[config.mk]
export PLATFORM = sky130hd
export DESIGN_NAME = cgra_ram_stream_reader
export DESIGN_NICKNAME = d
export VERILOG_FILES = /design/src/rtl/cgra_ram_stream_reader.sv
export SDC_FILE = /design/constraint.sdc
export NUM_CORES = 1
export LEC_CHECK = 0
export ABC_AREA = 1
export CAP_MARGIN = 30
export CORE_ASPECT_RATIO = 2
export CORE_UTILIZATION = 25
export CTS_BUF_LIST = sky130_fd_sc_hd__clkbuf_8 sky130_fd_sc_hd__clkbuf_16
export CTS_CLUSTER_SIZE = 24
export DETAILED_ROUTE_END_ITERATION = 10
export GPL_ROUTABILITY_DRIVEN = 0
export HOLD_SLACK_MARGIN = 0.02
export PLACE_DENSITY = 0.53
export SLEW_MARGIN = 20
export SYNTH_ARGS = -nofsm -noshare
export SYNTH_HDL_FRONTEND = slang
export SYNTH_SLANG_ARGS = --single-unit
[constraint.sdc]
create_clock -name clk -period 2.9 [get_ports clk]
set_input_delay 0.58 -clock clk [delete_from_list [all_inputs] [get_ports clk]]
set_output_delay 0.58 -clock clk [all_outputs]
set_load 0.05 [all_outputs]
[src/rtl/cgra_ram_stream_reader.sv]
// cgra_ram_stream_reader
// Streams `length` consecutive words out of the CGRA single-port-pair RAM,
// starting at `base_addr` and wrapping modulo DEPTH, onto a valid/ready
// stream with a last marker. The RAM has a registered read (data valid the
// cycle after rd_en). Returned words land in a 2-entry FIFO, and reads are
// only issued while the FIFO plus the in-flight read leave room for the
// result, so the FIFO can never overflow.
//
// Optional feature: define RD_STREAM_CSUM_EN to add `csum`, the XOR of every
// word accepted by the consumer during the current command.
//
// Ports:
//   clk, rst_n           clock (posedge) and asynchronous active-low reset
//   start                command strobe, accepted only when idle
//   base_addr, length    command operands, sampled with an accepted start
//   busy, done           status: not idle / one-cycle completion pulse
//   rd_en, rd_addr       RAM read request
//   rd_data              RAM read data, valid the cycle after rd_en
//   out_valid, out_ready stream handshake
//   out_data, out_last   stream payload and final-word marker
//   csum                 (RD_STREAM_CSUM_EN only) XOR of delivered words
module cgra_ram_stream_reader #(
  parameter int WIDTH      = 32,
  parameter int DEPTH      = 512,
  parameter int ADDR_WIDTH = $clog2(DEPTH),
  parameter int LEN_WIDTH  = ADDR_WIDTH + 1
) (
  input  logic                  clk,
  input  logic                  rst_n,
  input  logic                  start,
  input  logic [ADDR_WIDTH-1:0] base_addr,
  input  logic [LEN_WIDTH-1:0]  length,
  output logic                  busy,
  output logic                  done,
  output logic                  rd_en,
  output logic [ADDR_WIDTH-1:0] rd_addr,
  input  logic [WIDTH-1:0]      rd_data,
  output logic                  out_valid,
  input  logic                  out_ready,
  output logic [WIDTH-1:0]      out_data,
  output logic                  out_last
`ifdef RD_STREAM_CSUM_EN
  ,
  output logic [WIDTH-1:0]      csum
`endif
);

  typedef enum logic [1:0] {S_IDLE, S_RUN, S_DRAIN, S_FIN} state_t;

  state_t                state_q, state_d;
  logic [ADDR_WIDTH-1:0] addr_q;
  logic [LEN_WIDTH-1:0]  remain_q;
  logic [LEN_WIDTH-1:0]  len_q;
  logic [LEN_WIDTH-1:0]  deliv_q;
  logic                  rd_vld_p1;
  logic [WIDTH-1:0]      fifo_mem_p2 [2];
  logic                  wr_ptr_q;
  logic                  rd_ptr_q;
  logic [1:0]            fifo_cnt_q;
  logic                  accept;
  logic                  push;
  logic                  pop;
  logic [2:0]            occ;

  function automatic logic [ADDR_WIDTH-1:0] addr_inc(input logic [ADDR_WIDTH-1:0] a);
    return (a == ADDR_WIDTH'(DEPTH - 1)) ? '0 : a + 1'b1;
  endfunction

  assign accept    = (state_q == S_IDLE) && start;
  assign push      = rd_vld_p1;
  assign out_valid = (fifo_cnt_q != 2'd0);
  assign pop       = out_valid && out_ready;
  // Slots committed after this cycle: stored words plus the read in flight,
  // minus the word leaving now. A new read needs one free slot.
  assign occ       = {1'b0, fifo_cnt_q} + {2'b00, rd_vld_p1} - {2'b00, pop};
  assign rd_en     = (state_q == S_RUN) && (occ < 3'd2);
  assign rd_addr   = addr_q;
  // Gating with out_valid keeps the unreset FIFO storage off the outputs.
  assign out_data  = out_valid ? fifo_mem_p2[rd_ptr_q] : '0;
  assign out_last  = out_valid && (deliv_q == len_q - 1'b1);
  assign busy      = (state_q != S_IDLE);
  assign done      = (state_q == S_FIN);

  always_comb begin
    state_d = state_q;
    case (state_q)
      S_IDLE:  if (start) state_d = (length == '0) ? S_FIN : S_RUN;
      S_RUN:   if (rd_en && (remain_q == LEN_WIDTH'(1))) state_d = S_DRAIN;
      S_DRAIN: if (pop && out_last) state_d = S_FIN;
      S_FIN:   state_d = S_IDLE;
      default: state_d = S_IDLE;
    endcase
  end

  always_ff @(posedge clk or negedge rst_n) begin
    if (!rst_n) begin
      state_q    <= S_IDLE;
      addr_q     <= '0;
      remain_q   <= '0;
      len_q      <= '0;
      deliv_q    <= '0;
      rd_vld_p1  <= 1'b0;
      wr_ptr_q   <= 1'b0;
      rd_ptr_q   <= 1'b0;
      fifo_cnt_q <= 2'd0;
    end else begin
      state_q <= state_d;
      // Stage p0 -> p1: read issued, RAM result arrives next cycle
      rd_vld_p1 <= rd_en;
      if (accept) begin
        addr_q   <= base_addr;
        remain_q <= length;
        len_q    <= length;
        deliv_q  <= '0;
      end else begin
        if (rd_en) begin
          addr_q   <= addr_inc(addr_q);
          remain_q <= remain_q - 1'b1;
        end
        if (pop) deliv_q <= deliv_q + 1'b1;
      end
      // Stage p1 -> p2: RAM data captured into the FIFO
      if (push) wr_ptr_q <= ~wr_ptr_q;
      if (pop)  rd_ptr_q <= ~rd_ptr_q;
      case ({push, pop})
        2'b10:   fifo_cnt_q <= fifo_cnt_q + 2'd1;
        2'b01:   fifo_cnt_q <= fifo_cnt_q - 2'd1;
        default: fifo_cnt_q <= fifo_cnt_q;
      endcase
    end
  end

  always_ff @(posedge clk) begin
    if (push) fifo_mem_p2[wr_ptr_q] <= rd_data;
  end

  always_ff @(posedge clk) begin
    if (rst_n) assert (!(push && !pop && (fifo_cnt_q == 2'd2)));
  end

`ifdef RD_STREAM_CSUM_EN
  logic [WIDTH-1:0] csum_q;

  always_ff @(posedge clk or negedge rst_n) begin
    if (!rst_n)      csum_q <= '0;
    else if (accept) csum_q <= '0;
    else if (pop)    csum_q <= csum_q ^ out_data;
  end

  assign csum = csum_q;
`endif

endmodule
==> impl_metrics.tcl <==
set metrics [dict create \
    run_status "finished, final reports clean" \
    multi_input_area_um2 1910 \
    antennaDiodeCount 0 \
    tritoncts "done" \
    cellLeakagePower_nw 2.95 \
    layout.filler_cells 2117 \
    grt_max_degree 33 \
    synth_async_sr_flop_share_pct 41.8 \
    power_density_nw_per_um2 1130 \
    period_needed_ns 2.84 \
    ys_ff_latch 110 \
    final_period_utilization_pct 97.8 \
    residual_overflow_from_global_routing 0 \
    effective_utilization_at_floorplan_pct 25.5 \
    worst_ir_drop_vdd_mv 0.777 \
    post-place-ws_ns -0.301 \
    numPortBuffers 100 \
    worstPathMaxFanout 3 \
    tightest_slew_ns 0.624 \
    clock_tree.root_cell "clkbuf_16" \
    finClkSkew_ns 0.00985 \
    tritoncts.num_buffers 9 \
    syn-cell-area_um2 5190 \
    start_kind "flip-flop" \
    routed_wire_length_per_instance_um 14.9 \
    fin_nets 719 \
    postLayoutSetupSlackWorst_ns 0.0643 \
    synth.distinct_cells 38 \
    worst_setup_hold_path_clk_slew_ns 0.08 \
    coreArea_um2 20400 \
    routed_wirelength_mm 13.8 \
    crit_path_end_kind "output port" \
    placementRows 74 \
    post_synth_inst_count 524 \
    ys_warn_count 0 \
    mappedNetlistNets 593 \
    setup_violations 0 \
    drt-pass1-iter-count 4 \
    cts_num_sinks 110 \
    timing_max_transition_violations_final 0 \
    grt_antenna_before_repair 0 \
    worst_rel_slew_slack_pct 58.4 \
    vias_after_detailed_routing 4123 \
    finalNonFillerCells 921 \
    detailedRoute.firstIterationViolations 158 \
    combined_global_route_utilization_of_all_metal_layers_pct 13.0 \
    worstSetupPathType "flip-flop to output port" \
    grt_setup_unrepaired "true" \
    synth_flop_cell "edfxtp_1" \
    post_drt_via_cell_ratio 4.48 \
    dp_cells 892 \
    chipWidth_um 104 \
    hpwl_mm 10.2 \
    cts.path.max_buffers 2 \
    grt_first_pass_wirelength_mm 21.5 \
    timing.fmax_mhz 353 \
    r2r-start "fifo_cnt_q[0]$_DFFE_PN0N_" \
    most_frequent_cells_in_the_layout "nand2_1 (139), edfxtp_1 (64), clkdlybuf4s50_1 (64), buf_4 (61), dfrtp_1 (46)" \
    worst_skew_pair.late_latency_ns 0.35 \
    htree_levels 3 \
    worst-endpoint-arrival_ns 2.26 \
    share_of_synthesized_area_occupied_by_flip_flops_and_latches_pct 59.3 \
    report.final.hold_viol_count 0 \
    area_growth_syn_to_layout_pct 35.1 \
    max_cap_violations 0 \
    floorplan.io_pins 101 \
    number_of_enable_type_register_cells_in_the_synthesized_netlist 64 \
    mostFrequentLayoutCell "nand2_1" \
    via_count_of_the_first_global_routing_pass 4197 \
    layout_cell_share_with_drive_strength_beyond_1_pct 17.9 \
    holdBufCountCts 0 \
    hold_path_class "input port to async pin" \
    critPathRequiredTime_ns 2.32 \
    cp-startpoint "len_q[0]$_DFFE_PN0P_" \
    floorplan_die_area_um2 21400 \
    reg_area_um2 3070 \
    die_y_um 206 \
    drtAntennaViolNets 0 \
    route.detailed.drc 0 \
    synthesis.area_per_instance_um2 9.90 \
]
## synth_stat cells, types with 5 or more instances
master | number | area share, %
nand2_1 | 140 | 10
edfxtp_1 | 64 | 37
inv_1 | 49 | 3.5
dfrtp_1 | 46 | 22
a21oi_1 | 42 | 4.1
nor2_1 | 29 | 2.1
o21ai_0 | 23 | 2.2
nand3_1 | 19 | 1.8
xor2_1 | 17 | 2.9
ha_1 | 13 | 3.1
clkbuf_1 | 11 | 0.80
inv_2 | 6 | 0.43
nor3_1 | 6 | 0.58
o211ai_1 | 6 | 0.87
nand2_2 | 5 | 0.60
nand4_1 | 5 | 0.60
xnor2_1 | 5 | 0.84
## worst paths after layout
path	endpoint	slack, ns	cells past startpoint
worst max-delay path	out_last	0.06	10
worst min-delay path	remain_q[7]$_DFFE_PN0P_	0.24	1
min in group clk	wr_ptr_q$_DFFE_PN0P_	0.50	1
worst max register to register	rd_addr[4]$_DFFE_PN0P_	0.33	16
max in group asynchronous	wr_ptr_q$_DFFE_PN0P_	2.04	2
worst min register to register	wr_ptr_q$_DFFE_PN0P_	0.50	1
## state kept, by name, summed over array words and instances (netlist names)
signal and flops:
wr_ptr_q 1, rd_addr 9, fifo_mem_p2 64, deliv_q 10
rd_ptr_q 1, state_q 2, push 1, len_q 10
fifo_cnt_q 2, remain_q 10
## worst max-delay path, stage by stage (launching register included)
cell and delay, ns:
dfrtp_1 0.41, inv_2 0.10, ha_4 0.21, xnor2_1 0.13
nor2_1 0.14, nand2_1 0.09, nor2_2 0.15, nand2_2 0.09
nor4_4 0.30, buf_4 0.17, buf_12 0.12
## layer usage
metal	up-vias	share of wire (%)	global-route usage, %
li1	1999	-	-
met1	2009	35	11.9
met2	94	60	27.3
met3	21	3.0	2.15
met4	0	2.5	5.66
met5	-	0	0
## area by class of cell
class | count | area share, %
flip-flops and latches | 110 | 43.8
multi-input cells | 343 | 27.2
repair buffers | 130 | 16.7
well taps | 266 | 4.75
clock buffers | 9 | 3.21
inverters | 56 | 3.04
clock inverters | 7 | 1.23
## report_power, final
part           internal (mW)  switching [mW]
Combinational           1.45            2.92
Clock                  0.693           0.616
Sequential              2.01           0.239
## metrics by stage
stage          utilization (%)  hold WS (ns)  total power [mW]  cell area (um^2)  setup TNS (ns)
5_1_grt                   34.4         0.264              8.42              7010          -0.107
2_1_floorplan                -         0.284              5.11              5190               0
4_1_cts                   33.9         0.236              7.89              6920               0
3_3_place_gp              32.1         0.496              6.37              6530           -4.17
6_report                  34.4         0.236              7.94              7010               0
3_5_place_dp              32.1         0.489              6.46              6530           -4.78
## logic make-up (layout without fill, tap and decap cells)
logic type	Yosys count	count (layout)	synth area share [%]
AOI/OAI and AO/OA	88	88	9.75
adders and majority gates	14	14	3.52
buffers and inverters	71	202	5.28
xor gates and xnor gates	22	22	3.72
DFF	110	110	59.3
and+or+nand+nor	219	219	18.5
## repair_timing
action | in CTS | in global routing
endpoints found under the hold margin | 0 | 0
endpoints found under the setup margin | 2 | 2
resized for setup | 10 | 7
pin swaps | 4 | 4
setup buffers | 5 | 7
No activity file was read; power rests on OpenSTA's default activity.
